[src/rtl/imem_param.sv]
// Instruction memory with a power-on clear sweep, a streamed program-load
// port and a registered single-cycle fetch port.
module imem_param #(
  parameter int DATA_W = 8,
  parameter int ADDR_W = 5
) (
  input  logic              clk,
  input  logic              rst,
  input  logic [ADDR_W-1:0] pc,
  input  logic              fetch_req,
  input  logic              stall,
  output logic [DATA_W-1:0] inst_out,
  output logic              inst_valid,
  input  logic              ld_start,
  input  logic [ADDR_W-1:0] ld_base,
  input  logic              ld_valid,
  input  logic [DATA_W-1:0] ld_data,
  input  logic              ld_last,
  output logic              ld_ready,
  output logic              ld_done,
  output logic              busy
);

  localparam int DEPTH = 2 ** ADDR_W;

  typedef enum logic [1:0] {CLEAR, IDLE, LOAD} state_t;

  state_t            r_state, w_next;
  logic [ADDR_W-1:0] r_cnt;
  logic [DATA_W-1:0] r_mem [DEPTH];
  logic [DATA_W-1:0] r_inst;
  logic              r_valid;
  logic              r_done;

  logic w_accept, w_clr_end, w_start;

  assign w_accept  = (r_state == LOAD) && ld_valid;
  assign w_clr_end = (r_state == CLEAR) && (r_cnt == ADDR_W'(DEPTH - 1));
  assign w_start   = (r_state == IDLE) && ld_start;

  // State register; reset always restarts the clear sweep.
  always_ff @(posedge clk or negedge rst) begin
    if (!rst) r_state <= CLEAR;
    else      r_state <= w_next;
  end

  // Next-state: clear -> idle after the last address, idle <-> load.
  always_comb begin
    w_next = r_state;
    case (r_state)
      CLEAR:   if (w_clr_end) w_next = IDLE;
      IDLE:    if (ld_start) w_next = LOAD;
      LOAD:    if (w_accept && ld_last) w_next = IDLE;
      default: w_next = CLEAR;
    endcase
  end

  // Shared address counter: sweep index in CLEAR, write pointer in LOAD.
  // Natural ADDR_W overflow gives the modulo-DEPTH wrap.
  always_ff @(posedge clk or negedge rst) begin
    if (!rst)                          r_cnt <= '0;
    else if (r_state == CLEAR)         r_cnt <= r_cnt + 1'b1;
    else if (w_start)                  r_cnt <= ld_base;
    else if (w_accept)                 r_cnt <= r_cnt + 1'b1;
  end

  // Storage array: not reset, zeroed by the clear sweep instead.
  always_ff @(posedge clk) begin
    if (r_state == CLEAR) r_mem[r_cnt] <= '0;
    else if (w_accept)    r_mem[r_cnt] <= ld_data;
  end

  // Fetch port: a load request beats a fetch; stall freezes the output.
  always_ff @(posedge clk or negedge rst) begin
    if (!rst) begin
      r_inst  <= '0;
      r_valid <= 1'b0;
    end else if (r_state != IDLE || ld_start) begin
      r_valid <= 1'b0;
    end else if (!stall) begin
      if (fetch_req) begin
        r_inst  <= r_mem[pc];
        r_valid <= 1'b1;
      end else begin
        r_valid <= 1'b0;
      end
    end
  end

  // Load-complete pulse, one cycle after the final word is accepted.
  always_ff @(posedge clk or negedge rst) begin
    if (!rst) r_done <= 1'b0;
    else      r_done <= w_accept && ld_last;
  end

  assign inst_out   = r_inst;
  assign inst_valid = r_valid;
  assign ld_done    = r_done;
  assign ld_ready   = (r_state == LOAD);
  assign busy       = (r_state == CLEAR) || (r_state == LOAD);

endmodule

[config.mk]
export PLATFORM = sky130hd
export DESIGN_NAME = imem_param
export DESIGN_NICKNAME = d
export VERILOG_FILES = /design/src/rtl/imem_param.sv
export SDC_FILE = /design/constraint.sdc
export NUM_CORES = 1
export LEC_CHECK = 0
export CORE_ASPECT_RATIO = 0.75
export CORE_MARGIN = 2
export CORE_UTILIZATION = 48
export CTS_BUF_LIST = sky130_fd_sc_hd__clkbuf_4 sky130_fd_sc_hd__clkbuf_8
export DETAILED_ROUTE_END_ITERATION = 10
export GPL_ROUTABILITY_DRIVEN = 0
export PLACE_DENSITY = 0.71
export SETUP_SLACK_MARGIN = 0.4
export SYNTH_ARGS = -nofsm -noshare
export SYNTH_HDL_FRONTEND = slang
export SYNTH_SLANG_ARGS = --single-unit
[constraint.sdc]
create_clock -name clk -period 1.8 [get_ports clk]
set_input_delay 0.18 -clock clk [delete_from_list [all_inputs] [get_ports clk]]
set_output_delay 0.18 -clock clk [all_outputs]
set_load 0.05 [all_outputs]
-- Word level (Yosys, flattened, before mapping)
Memories as Yosys holds them, arrays and structs flattened. A register that Yosys moved wholly into a read port is not among the register bits.
Cells that the tools add are included.
W data, S select, Z words.
- memories: 1
- input bits: 25
- memory bits (writable): 256
- register bits: 9
- memory list (memory ; depth ; bits a word ; read ports ; clocked after Yosys merged registers in ; wr ports ; RTL line ; source):
    r_mem ; 32 ; 8 ; 1 ; 1 ; 1 ; 30 ; logic [DATA_W-1:0] r_mem [DEPTH];
- add/subtract/negate cells: 1
- reduce and logical (&&, ||, !) cells: 11
- muxes and demuxes: 16
- eq/ne operators: 8
- bitwise gates (word level): 3
- operator list (cell ; number):
    $mux W5 ; 3
    $mux W1 ; 8
    $mux W8 ; 1
    $mux W2 ; 3
    $ne A2 B1 Y1 const B ; 3
    $pmux W2 S3 ; 1
    $reduce_and A3 Y1 ; 2
    $add A5 B1 Y5 const B ; 1
    $eq A5 B5 Y1 const B ; 1
    $logic_and A1 B1 Y1 ; 4
    $ne A2 B2 Y1 const B ; 2
    $reduce_bool A3 Y1 ; 1
    $eq A2 B1 Y1 const B ; 1
    $eq A2 B2 Y1 const B ; 1
    $logic_not A2 Y1 ; 1
    $logic_or A1 B1 Y1 ; 2
    $not A1 Y1 ; 2
    $logic_not A1 Y1 ; 1
    $or A1 B1 Y1 ; 1

-- Logic depth before layout (Yosys ltp)
- word-level depth: 6
- gate-level depth with buffers: 7
- depth with buffers taken out: 6

-- Worst setup path before layout
No wires, ideal clock.
- path type: reg-to-reg
- start: register r_state[0]
- end: memory r_mem[0][0], data pin
- period minus slack after synthesis: 2130 ps
- buffers on the path: 2
- slack: -330 ps
- arrival: 1846 ps
- stages on the path, launching flop included: 5
- required time: 1516 ps
- cell sequence: dfrtp_1 clkbuf_1 nor2b_1 clkbuf_1 and3_1
- longest elaborated chain between the ends: 6
- ends and longest elaborated chain (element ; RTL line ; source):
    from (decl) ; 28 ; state_t r_state, w_next;
    from (signal assigned) ; 44 ; else r_state <= w_next;
    $eq A2 B2 Y1 ; - ;
    via ld_ready ; 19 ; output logic ld_ready,
    $logic_and A1 B1 Y1 ; 37 ; assign w_accept = (r_state == LOAD) && ld_valid;
    $mux W1 ; 70 ; else if (w_accept) r_mem[r_cnt] <= ld_data;
    $mux W1 ; 69 ; if (r_state == CLEAR) r_mem[r_cnt] <= '0;
    $mux W1 (not written as such) ; 70 ;
    $mux W8 (no line) ; - ;
    to (decl) ; 30 ;
The timed path passes the listed nets, and every way through them passes these cells.

-- Worst setup path after layout
- start: register r_cnt[2]
- end: memory r_mem[8][5], enable pin
- RTL lines (element ; RTL line ; source):
    from (decl) ; 29 ; logic [ADDR_W-1:0] r_cnt;
    from (signal assigned) ; 62 ; else if (r_state == CLEAR) r_cnt <= r_cnt + 1'b1;
    from (signal assigned) ; 63 ; else if (w_start) r_cnt <= ld_base;
    from (signal assigned) ; 64 ; else if (w_accept) r_cnt <= r_cnt + 1'b1;
Straight into the memory's write port.

==> results.yml <==
die:
  start_util_pct: 48.5
  die_area_sq_mm: 0.0244
  num_io_pins: 37
  fp.dieW_um: 180
  rows: 48
  fp.coreArea_sq_mm: 0.0229
  die_h_um: 136
timing:
  fin_hold_ws_ps: 210
  final_max_slew_viol_count: 0
  fin_crit_sh_pct: 90.4
  slew_headroom_pct: 44.9
  fin_tns_setup_ps: 0
  min_period_ps: 1630
  hold_violations: 0
  finClkSkew_ps: 18.8
  tightest_slew_ps: 824
  setup_viol: 0
  max_freq_mhz: 614
  rsz0062_at_grt: "true"
critical_path:
  worstPathArrival_ps: 1880
  r2r-start: "r_cnt[2]"
  crit_start: "r_cnt[2]"
  rrSetupSlack_ps: 170
  reg2reg_to: "r_mem[8][5]"
  cpMostUsedCell: "buf_6"
  reg2regPathDepth: 4
  crit_path_top_delay_cell: "dfrtp_2"
  crit_required_ps: 2050
  path_class: "flip-flop to flip-flop"
  crit_chain: "buf_6, or3b_4, nor2_4, buf_6"
  start_kind: "flip-flop"
  cp_top_family: "simple AND/OR/NAND/NOR gates"
  path_max_fanout: 5
  cp-end-kind: "flip-flop"
  cp.depth: 4
  crit_buf_inv: 2
  crit_path_max_incr_delay_ps: 440
placement:
  dp.cells: 980
  port-buffer-count: 36
  dpl.hpwl_um: 16500
global_route:
  grt-ovfl-total: 0
  grt_pass1_wl_um: 42200
  grt_pass1_vias: 6586
  grtUsageTotal_pct: 23.9
  grt_max_degree: 33
  antenna_found_initial: 0
layout:
  fin_nets: 824
  finalNonFillerCells: 1125
  area_growth_pct: 28.5
  drive_above_1_share_pct: 34.1
  post-route-util_pct: 62.4
yosys:
  syn-cell-area_sq_mm: 0.0111
  syn_inst: 645
  synth_edf_count: 256
  synth_seq_cells: 273
  yosysWarnings: 0
  postSynthAreaPerCell_sq_um: 17.2
  ys_types: 42
  async_flop_share_pct: 6.23
  syn_nets: 675
  yosysSeqAreaShare_pct: 73.0
  synth_flop_cell: "edfxtp_1"
clocking:
  clock_latency_ps: 550
  cts.htree.levels: 2
  cts_buffers: 40
  cts-root-buf: "clkbuf_8"
  cts.sinks: 273
  cts-root-to-sink-buffers: 3
  cts_tree: "built"
  clkTransAtPathRegs_ps: 60
routing:
  drt.antenna.violating_nets: 0
  drc: 0
  first_pass_iters: 5
  routedWlPerCell_um: 29.1
  totalWireLength_um: 32700
  drt_iter0_drc: 889
  routed_via_density: 6.30
  vias: 7087
hold_path:
  hold_end: "r_cnt[1]"
  hp-class: "input pin to flip-flop"
  worstHoldPathCells: 3
  worstHoldStart: "ld_base[1]"
power_and_ir_drop:
  power_mw: 19.3
  ir_drop_mv: 1.17
  p_leak_nw: 5.25
  p_per_area_mw_per_mm2: 1350
outcome:
  status: "complete, no violations"
job:
  cap_violations: 0
==> where the power goes <==
| group | internal [mW] | switching, mW |
|---|---|---|
| combinational | 2.50 | 3.66 |
| sequential | 7.90 | 0.402 |
| clock | 2.51 | 2.36 |
| total | 12.9 | 6.42 |
==> stage by stage <==
stage | worst slack (ps) | area [sq um]
after floorplan | 163 | 11500
after global placement | -745 | 12300
after detailed placement | -844 | 12300
after CTS | 197 | 13900
after global routing | 153 | 14300
final | 172 | 14300
==> per-layer routing <==
layer / global-route usage [%] / part of all wire [%]
met5: 0 / 0
met4: 7.50 / 3.5
met3: 7.58 / 15
met2: 36.5 / 44
met1: 32.9 / 38
==> synth_stat cells, types with 2 or more instances <==
library cell	count	area, sq um
and2b_1	2	15.0
buf_12	3	60.1
inv_1	4	15.0
xor2_1	2	17.5
edfxtp_1	256	7690
o41ai_1	5	43.8
buf_4	7	52.6
nand2_1	18	67.6
or3b_2	2	17.5
o41ai_2	3	48.8
a22o_1	16	140
a21oi_1	21	105
bufbuf_8	2	37.5
nand2b_1	2	12.5
buf_2	3	15.0
a221oi_1	5	43.8
nor2_1	40	150
o22ai_1	8	50.1
dfrtp_1	17	425
clkbuf_1	12	45.0
mux2i_1	131	1310
a22oi_1	32	240
a221oi_2	11	165
nor2b_1	2	12.5
buf_6	6	67.6
and3_1	10	62.6
ha_1	5	62.6
nand3b_1	4	30.0
buf_1	3	11.3
==> cells in the final DEF (no fill, tap or decap), drive strengths merged, types with 19 or more instances in the layout <==
cell           instances
edfxtp               256
mux2i                131
buf                   99
clkbuf                54
nor2                  41
a22oi                 32
and3                  29
a21oi                 22
clkdlybuf4s50         21
nand2                 19
==> worst register-to-register path, delay by kind of cell (launching register included) <==
family / cells / cell delay (ps)
AND/OR/NAND/NOR: 2 / 600
flip-flops: 1 / 440
buffers and inverters: 2 / 300
==> worst max path at each step <==
stage,endpoint
after floorplan,r_mem[28][0]
after global placement,inst_out[6]
after detailed placement,inst_out[6]
after CTS,ld_ready
after global routing,r_mem[10][7]
final,r_mem[8][5]
==> timing repair <==
item | in CTS | in global routing
setup buffers | 38 | 10
gates cloned | 7 | 16
endpoints found under the hold margin | 17 | 0
resized for setup | 100 | 44
pin swaps | 36 | 27
hold buffers | 1 | 0
setup endpoints to repair | 531 | 513
==> sequential cells by signal (all words and copies together), names as in the netlist <==
name and flops:
inst_valid 1, ld_done 1, r_mem 256, r_state 2, inst_out 8, r_cnt 5
==> final cells by class <==
class | count | area (sq um)
antenna | 1 | 2.50
clock buffer | 52 | 653
clock inverter | 20 | 113
fill | 1536 | 8610
inverter | 4 | 17.5
multi-input combinational | 350 | 3500
sequential | 273 | 8120
tap | 300 | 375
timing repair buffer | 125 | 1490
==> cell families after synthesis <==
group	after synthesis	synth area share (%)
adders and majority gates	5	0.563
xor gates and xnor gates	3	0.237
muxes	131	11.8
buffers and inverters	42	2.92
AOI/OAI and AO/OA	104	7.72
and+or+nand+nor	87	3.72
DFF	273	73.0
No activity file was read; power rests on OpenSTA's default activity.
